[src/rtl/keypad_emulator.sv]
// rtl/keypad_emulator.sv - 4x4 membrane keypad model answering a row/column scanner
// One key at a time: bounce-in, hold, bounce-out, gap, with rows driven from cols like a real matrix.
module keypad_emulator #(
  parameter logic [15:0] HOLD_CYCLES   = 16'd2000,
  parameter logic [15:0] BOUNCE_CYCLES = 16'd64,
  parameter logic [15:0] BOUNCE_PERIOD = 16'd4,
  parameter logic [15:0] GAP_CYCLES    = 16'd256,
  parameter int          CNT_W         = 16
) (
  input  logic       clk,
  input  logic       reset,
  input  logic [3:0] cols,
  output logic [3:0] rows,
  input  logic [3:0] key_code,
  input  logic       press_valid,
  output logic       press_ready,
  output logic       busy,
  output logic       contact,
  output logic       done
);

  localparam logic [CNT_W-1:0] HOLD_LAST   = CNT_W'(HOLD_CYCLES - 16'd1);
  localparam logic [CNT_W-1:0] BOUNCE_LAST = CNT_W'(BOUNCE_CYCLES - 16'd1);
  localparam logic [CNT_W-1:0] PERIOD_LAST = CNT_W'(BOUNCE_PERIOD - 16'd1);
  localparam logic [CNT_W-1:0] GAP_LAST    = CNT_W'(GAP_CYCLES - 16'd1);
  localparam logic             NO_BOUNCE   = (BOUNCE_CYCLES == 16'd0);
  localparam logic             NO_GAP      = (GAP_CYCLES == 16'd0);

  typedef enum logic [2:0] {
    S_IDLE, S_BOUNCE_IN, S_HOLD, S_BOUNCE_OUT, S_GAP
  } state_t;

  state_t           state_q, state_d;
  logic [CNT_W-1:0] cnt_q, cnt_d;
  logic [CNT_W-1:0] sub_q, sub_d;
  logic             contact_q, contact_d;
  logic [3:0]       code_q, code_d;
  logic             done_q, done_d;

  // True for the final busy cycle of a press; with no gap that is the end of the last active phase.
  function automatic logic is_last(state_t s, logic [CNT_W-1:0] c);
    is_last = ((s == S_GAP) && (c == GAP_LAST))
           || (NO_GAP && !NO_BOUNCE && (s == S_BOUNCE_OUT) && (c == BOUNCE_LAST))
           || (NO_GAP && NO_BOUNCE && (s == S_HOLD) && (c == HOLD_LAST));
  endfunction

  always_comb begin
    state_d   = state_q;
    cnt_d     = cnt_q + 1'b1;
    sub_d     = sub_q;
    contact_d = contact_q;
    code_d    = code_q;
    case (state_q)
      S_IDLE: begin
        cnt_d = '0;
        if (press_valid) begin
          code_d    = key_code;
          sub_d     = '0;
          contact_d = 1'b1;
          state_d   = NO_BOUNCE ? S_HOLD : S_BOUNCE_IN;
        end
      end
      S_BOUNCE_IN, S_BOUNCE_OUT: begin
        if (sub_q == PERIOD_LAST) begin
          sub_d     = '0;
          contact_d = ~contact_q;
        end else begin
          sub_d = sub_q + 1'b1;
        end
        if (cnt_q == BOUNCE_LAST) begin
          cnt_d = '0;
          sub_d = '0;
          if (state_q == S_BOUNCE_IN) begin
            state_d   = S_HOLD;
            contact_d = 1'b1;
          end else begin
            state_d   = NO_GAP ? S_IDLE : S_GAP;
            contact_d = 1'b0;
          end
        end
      end
      S_HOLD: begin
        contact_d = 1'b1;
        if (cnt_q == HOLD_LAST) begin
          cnt_d     = '0;
          sub_d     = '0;
          contact_d = 1'b0;
          if (!NO_BOUNCE)   state_d = S_BOUNCE_OUT;
          else if (!NO_GAP) state_d = S_GAP;
          else              state_d = S_IDLE;
        end
      end
      S_GAP: begin
        contact_d = 1'b0;
        if (cnt_q == GAP_LAST) begin
          cnt_d   = '0;
          state_d = S_IDLE;
        end
      end
      default: begin
        state_d   = S_IDLE;
        cnt_d     = '0;
        contact_d = 1'b0;
      end
    endcase
    done_d = (state_d != S_IDLE) && is_last(state_d, cnt_d);
  end

  always_ff @(posedge clk) begin
    if (reset) begin
      state_q   <= S_IDLE;
      cnt_q     <= '0;
      sub_q     <= '0;
      contact_q <= 1'b0;
      code_q    <= '0;
      done_q    <= 1'b0;
    end else begin
      state_q   <= state_d;
      cnt_q     <= cnt_d;
      sub_q     <= sub_d;
      contact_q <= contact_d;
      code_q    <= code_d;
      done_q    <= done_d;
    end
  end

  // Matrix physics: any strobed column that matches the key's column lights the key's row.
  always_comb begin
    rows = '0;
    for (int r = 0; r < 4; r++) begin
      rows[r] = contact_q & (code_q[3:2] == 2'(r)) & cols[code_q[1:0]];
    end
  end

  assign press_ready = (state_q == S_IDLE);
  assign busy        = (state_q != S_IDLE);
  assign contact     = contact_q;
  assign done        = done_q;

endmodule

[config.mk]
export PLATFORM = sky130hd
export DESIGN_NAME = keypad_emulator
export DESIGN_NICKNAME = d
export VERILOG_FILES = /design/src/rtl/keypad_emulator.sv
export SDC_FILE = /design/constraint.sdc
export NUM_CORES = 1
export LEC_CHECK = 0
export CAP_MARGIN = 20
export CORE_MARGIN = 2
export CORE_UTILIZATION = 57
export DETAILED_ROUTE_END_ITERATION = 10
export GPL_TIMING_DRIVEN = 1
export PLACE_DENSITY = 0.9
export SETUP_SLACK_MARGIN = 0.15
export SYNTH_ARGS = -nofsm -noshare
export SYNTH_HDL_FRONTEND = slang
export SYNTH_SLANG_ARGS = --single-unit
[constraint.sdc]
create_clock -name clk -period 3 [get_ports clk]
set_input_delay 0.3 -clock clk [delete_from_list [all_inputs] [get_ports clk]]
set_output_delay 0.3 -clock clk [all_outputs]
set_load 0.02 [all_outputs]
* After elaboration in Yosys (flattened, before gate mapping)
Index checks and enable logic that the tools add are counted.
Operators by class: mux-type cells 23, reductions and logical operators 11, $lt $le $gt $ge 1, eq/ne operators 16, $add $sub $neg 2, bitwise logic cells 9
Operators with widths (count):
- 16-bit two-way mux | 7
- 16-bit case mux with 3 select lines | 2
- 16-bit by 1-bit adder with 16-bit output (second input constant) | 2
- 16-bit by 8-bit equality test with 1-bit output (second input constant) | 2
- 16-bit by 11-bit equality test with 1-bit output (second input constant) | 1
- 16-bit by 2-bit equality test with 1-bit output (second input constant) | 1
- 16-bit by 6-bit equality test with 1-bit output (second input constant) | 1
- 3-bit two-way mux | 5
- 3-bit case mux with 4 select lines | 1
- 3-bit nonzero test | 3
- 1-bit bitwise AND | 8
- 3-bit by 2-bit equality test with 1-bit output (second input constant) | 2
- 3-bit equality test (second input constant) | 2
- 1-bit two-way mux | 6
- 2-bit equality test (second input constant) | 2
- 2-bit inequality test (second input constant) | 2
- 2-bit AND reduction | 2
- 3-bit by 1-bit equality test with 1-bit output (second input constant) | 1
- 3-bit zero test | 1
- 2-bit by 3-bit less-than comparator with 1-bit output (second input constant) | 1
- 3-bit inequality test (second input constant) | 1
- 1-bit case mux with 3 select lines | 1
- 3-bit AND reduction | 1
- 1-bit binary-select mux with 2-bit select | 1
- 5 further kinds | 6
Word-level totals: register bits after elaboration 41, input port bits 11, logic and storage cells 68, output and inout bits 8

* Logic depth before layout (Yosys ltp)
word-level depth 7, depth in mapped cells 8, gate-level depth less buffers 6

* Worst setup path before layout
Ideal clock, no wire load.
kind flip-flop to flip-flop, from reg cnt_q[12], to reg cnt_q[11], cell stages (with the launch flop) 8, setup time 0.118 ns, required time 2.882 ns, buffers on the path 2, slack 0.771 ns, data arrival time 2.111 ns, cell sequence dfxtp_1 -> buf_6 -> or4_4 -> nor3_4 -> a211oi_4 -> o31ai_2 -> buf_2 -> nor2_1
Between the ends: longest elaborated chain between the ends 3, elaborated cells between the ends (all ways) 7, those cells by class 3 x eq/ne; 4 x mux
Ends and longest elaborated chain:
- start: declaration | line 34 | logic [CNT_W-1:0] cnt_q, cnt_d;
- start signal: assignment | line 119 | cnt_q <= cnt_d;
- 16-bit by 8-bit equality test with 1-bit output (tied with other cells) | line 95 | if (cnt_q == GAP_LAST) begin
- 16-bit two-way mux, on equally long branches | line 95, 70, 84
- 16-bit case mux with 3 select lines (*) | line 53 | case (state_q)
Mark *: on every way between the ends. The rest lies on a longest branch, timed or not. A chain may end at the register's enable or synchronous reset.

* Worst setup path in the final report
from reg cnt_q[12], to reg sub_q[11]
Between the ends: longest elaborated chain between the ends 3, elaborated cells between the ends (all ways) 6, those cells by class 3 x eq/ne; 2 x mux; 1 x reduce/logical
Ends and longest elaborated chain:
- 16-bit by 6-bit equality test with 1-bit output / 16-bit by 11-bit equality test with 1-bit output (equally long branches) | line 70, 84
- 16-bit two-way mux / 2-bit inequality test (equally long branches)
- 16-bit case mux with 3 select lines / 3-bit AND reduction (equally long branches)
- end signal: assignment | line 120 | sub_q <= sub_d;
- end: declaration | line 35 | logic [CNT_W-1:0] sub_q, sub_d;
Several ways; a longest one is shown, not always the timed one.

==> results.txt <==
* Nets: 291
- For the worst-skew pair, the clock arrives at the later sink with an insertion delay of just under 300 ps.
- The analysis attributes to cell leakage a power of 0.809 nW.
* Post-synth cell types: 46
* Hold violation total from the final report: 0
* Critical Path Max Stage Delay: 580 ps
* Gates resized, CTS repair: 0
- By count the netlist is led by sky130_fd_sc_hd__dfxtp_1, sky130_fd_sc_hd__nor2_1, sky130_fd_sc_hd__a21oi_1, sky130_fd_sc_hd__nand2_1.
* Maximum number of pins on one net before global-route repair: 32
* CTS buffer count: 5
- CP Capture Type: register
- At the pin with the least slew margin, the transition time is 728 ps.
- Post-synth top flop: sky130_fd_sc_hd__dfxtp_1
- Number of top-level design ports: 19
- Leading cell type by number of instances after synthesis: sky130_fd_sc_hd__dfxtp_1
* Post-detailed-route via-to-cell ratio: 6.22
- Last weighted congestion value of the routability-driven placer: 0.812
* # fillers: 291
- Antenna violation net count after detailed routing: 0
* Summed instance area of the synthesized netlist: 2210 µm²
* Buffers on Ports: 18
- Number of warnings reported in the yosys synthesis log: 0
* Wire length of the first global-routing pass: just under 8000 µm
- Detailed placement HPWL: 3240 µm
* Clock root buffer: sky130_fd_sc_hd__clkbuf_8
- Number of buffers inserted by post-CTS setup repair: 0
* Mean cell area of the mapped netlist: around 8.4 µm²
- Worst Path Max Fanout: 14
* RSZ-0062 raised after global routing: false
- By area the synthesized netlist is led by sky130_fd_sc_hd__dfxtp_1, sky130_fd_sc_hd__a21oi_1, sky130_fd_sc_hd__nor2_1.
- Initial DRC count: about 190
- Critical Path AT: 2680 ps
- Headroom to the max-slew limit came out at 51.2%.
- In the routed design, unresolved DRC markers number 0.
- Largest area contributor in the netlist: sky130_fd_sc_hd__dfxtp_1
- Count of flip-flops with a built-in enable after synthesis: 0
* F_max: ~400 MHz
- Rows: 22
- Number of violations of the max-capacitance limit: 0
- For this design, the slowest cell found on the critical path is sky130_fd_sc_hd__o31ai_4.
- Syn_nets: about 280
- Clock skew on the completed layout was measured at approximately 7.5 ps.
* Kind of start point of the critical path: register
- Post-layout min period: 2490 ps
* DIE WIDTH: 66.3 µm
- Critical Path Start: cnt_q[12]$_SDFF_PP0_
- For the final routed database, the setup TNS stands at 0 ps.
- From synthesis to final layout, the design area changed by 13.1%.
* Global-route usage over all layers: 22.8%
- Initial core utilization: between 60% and 70%
- The first detailed-routing pass took 5 iterations.
- WS Path Type: reg -> reg
- Along the worst hold path, the cell count comes to 1.
- Final core area utilization: about two thirds
* DIE AREA: 4400 µm²
- R2R Path Start: cnt_q[12]$_SDFF_PP0_
- The number of antenna diodes in the final layout is 0.
- Of the available clock period, the critical path in the final layout requires 83.0%.
- Synthesis inferred 41 register bits.
- Overall power consumption after layout is estimated at slightly below 0.001 W.
* Number of global-route vias before repair: 1777
- Worst Path Required: about 3200 ps
- Total number of vias: 2035
- Post-CTS clock slew at the launch and capture registers of the worst setup and hold paths: 80 ps
- Depth of the CTS H-tree: 2
* Maximum root-to-sink buffer count: 2
- Logic depth of the worst register-to-register path: 5
- Hold buffer count at CTS: 0
- Of the post-synthesis cell area, the dominant cell type holds a little under two fifths.
* TritonCTS sink count: 41
* Min-delay worst type: reg -> reg
- Cells with a size suffix above 1 make up 7.53% of the layout.
- The count of final max-slew check failures is 0.
- Die Span Y: 66.3 µm
* Worst-case setup margin in the final layout: 509 ps
* Power Dens Cells: 394 nW/µm²
* Clock tree from TritonCTS: built
- Routed wire length: 4550 µm
- Setup violations remaining at the end of the flow were counted as 0.
* Status: complete, no violations
* Worst Min Path Start: cnt_q[0]$_SDFF_PP0_
- For this run, the register share of the synthesized area comes to 37.1%.
* Total grt overflow: 0
- The tightest hold path in the finished design has a slack of 493 ps.
- The total area inside the core boundary comes to between 3000 and 4000 µm².
* Ys async rst share: 0%
- Maximum VDD drop: 0.228 mV
* Setup WS pre-CTS: roughly 220 ps
- Average wire length per cell after detail routing: approximately 14 µm
- The cell count after synthesis came out at 263.
* Crit-path cells: or4_4, nor3_4, a211oi_1, o31ai_4, o21ba_2
- Number of antenna violations at the first check in global routing: 0
[path summary, 6_finish.rpt]
| kind | end | slack (ps) |
|---|---|---|
| worst min-delay path | cnt_q[0]$_SDFF_PP0_ | 490 |
| worst max register to register | sub_q[11]$_SDFFE_PP0P_ | 510 |
| worst min register to register | cnt_q[0]$_SDFF_PP0_ | 490 |
| worst max-delay path | sub_q[11]$_SDFFE_PP0P_ | 510 |
[per-layer routing]
metal | track usage [%] | up-vias | share of wire (%)
met3 | 3.75 | 11 | 6.0
met5 | 0 | - | 0
met1 | 29.8 | 938 | 45
li1 | - | 1018 | -
met4 | 9.44 | 0 | 1.9
met2 | 37.3 | 68 | 47
[power by group]
group	internal [W]	leakage [nW]	switching [W]
clock network	0.000165	0.0395	0.000177
registers	0.000552	0.332	0.0000100
logic	0.0000402	0.438	0.0000410
[critical path, delay by kind of cell (launching register included)]
family,cells,cell delay (ps)
flip-flops,1,380
AND/OR/NAND/NOR,2,920
AO/OA/AOI/OAI,3,1090
[logic make-up (layout without fill, tap and decap cells)]
group           Yosys count  after routing  share of synthesized area (%)
compound gates           57             57                           17.6
xor+xnor                 14             14                           5.54
fa+ha+maj                 2              2                           1.13
buf+inv                  22             38                           4.64
flops                    41             41                           37.1
mux                       5              5                           2.83
simple gates            122            122                           31.2
[stage by stage]
stage,instance area [µm²],std cells
detailed placement,2410,319
global route,2500,327
CTS,2490,327
floorplan,2210,263
finish,2500,327
global placement,2410,319
[final cells by class]
type,instances,area [µm²],area share (%)
flip-flops and latches,41,821,32.8
inverters,7,26.3,1.05
multi-input cells,200,1300,51.9
repair buffers,23,218,8.70
well taps,48,60.1,2.40
clock buffers,8,80.1,3.20
[registers in the layout, indices dropped and copies added, names as in the netlist]
register / count
code_q: 4
state_q: 3
sub_q: 16
cnt_q: 16
contact: 1
done: 1
[placed cells by master, fill, tap and decap left out, types with 6 or more instances in the layout]
cell	netlist	layout
sky130_fd_sc_hd__or3_1	6	6
sky130_fd_sc_hd__nand4_1	9	9
sky130_fd_sc_hd__a21oi_1	20	20
sky130_fd_sc_hd__nor3_1	9	9
sky130_fd_sc_hd__nand3_1	10	10
sky130_fd_sc_hd__or4_1	9	9
sky130_fd_sc_hd__dfxtp_1	41	41
sky130_fd_sc_hd__nor2_1	25	25
sky130_fd_sc_hd__and4_1	6	6
sky130_fd_sc_hd__clkdlybuf4s50_1	0	18
sky130_fd_sc_hd__o31ai_1	10	10
sky130_fd_sc_hd__o21ai_0	8	8
sky130_fd_sc_hd__nand2_1	18	18
sky130_fd_sc_hd__inv_1	7	7
sky130_fd_sc_hd__xor2_1	6	6
sky130_fd_sc_hd__xnor2_1	8	8
Power figures use the tool's default switching activity.
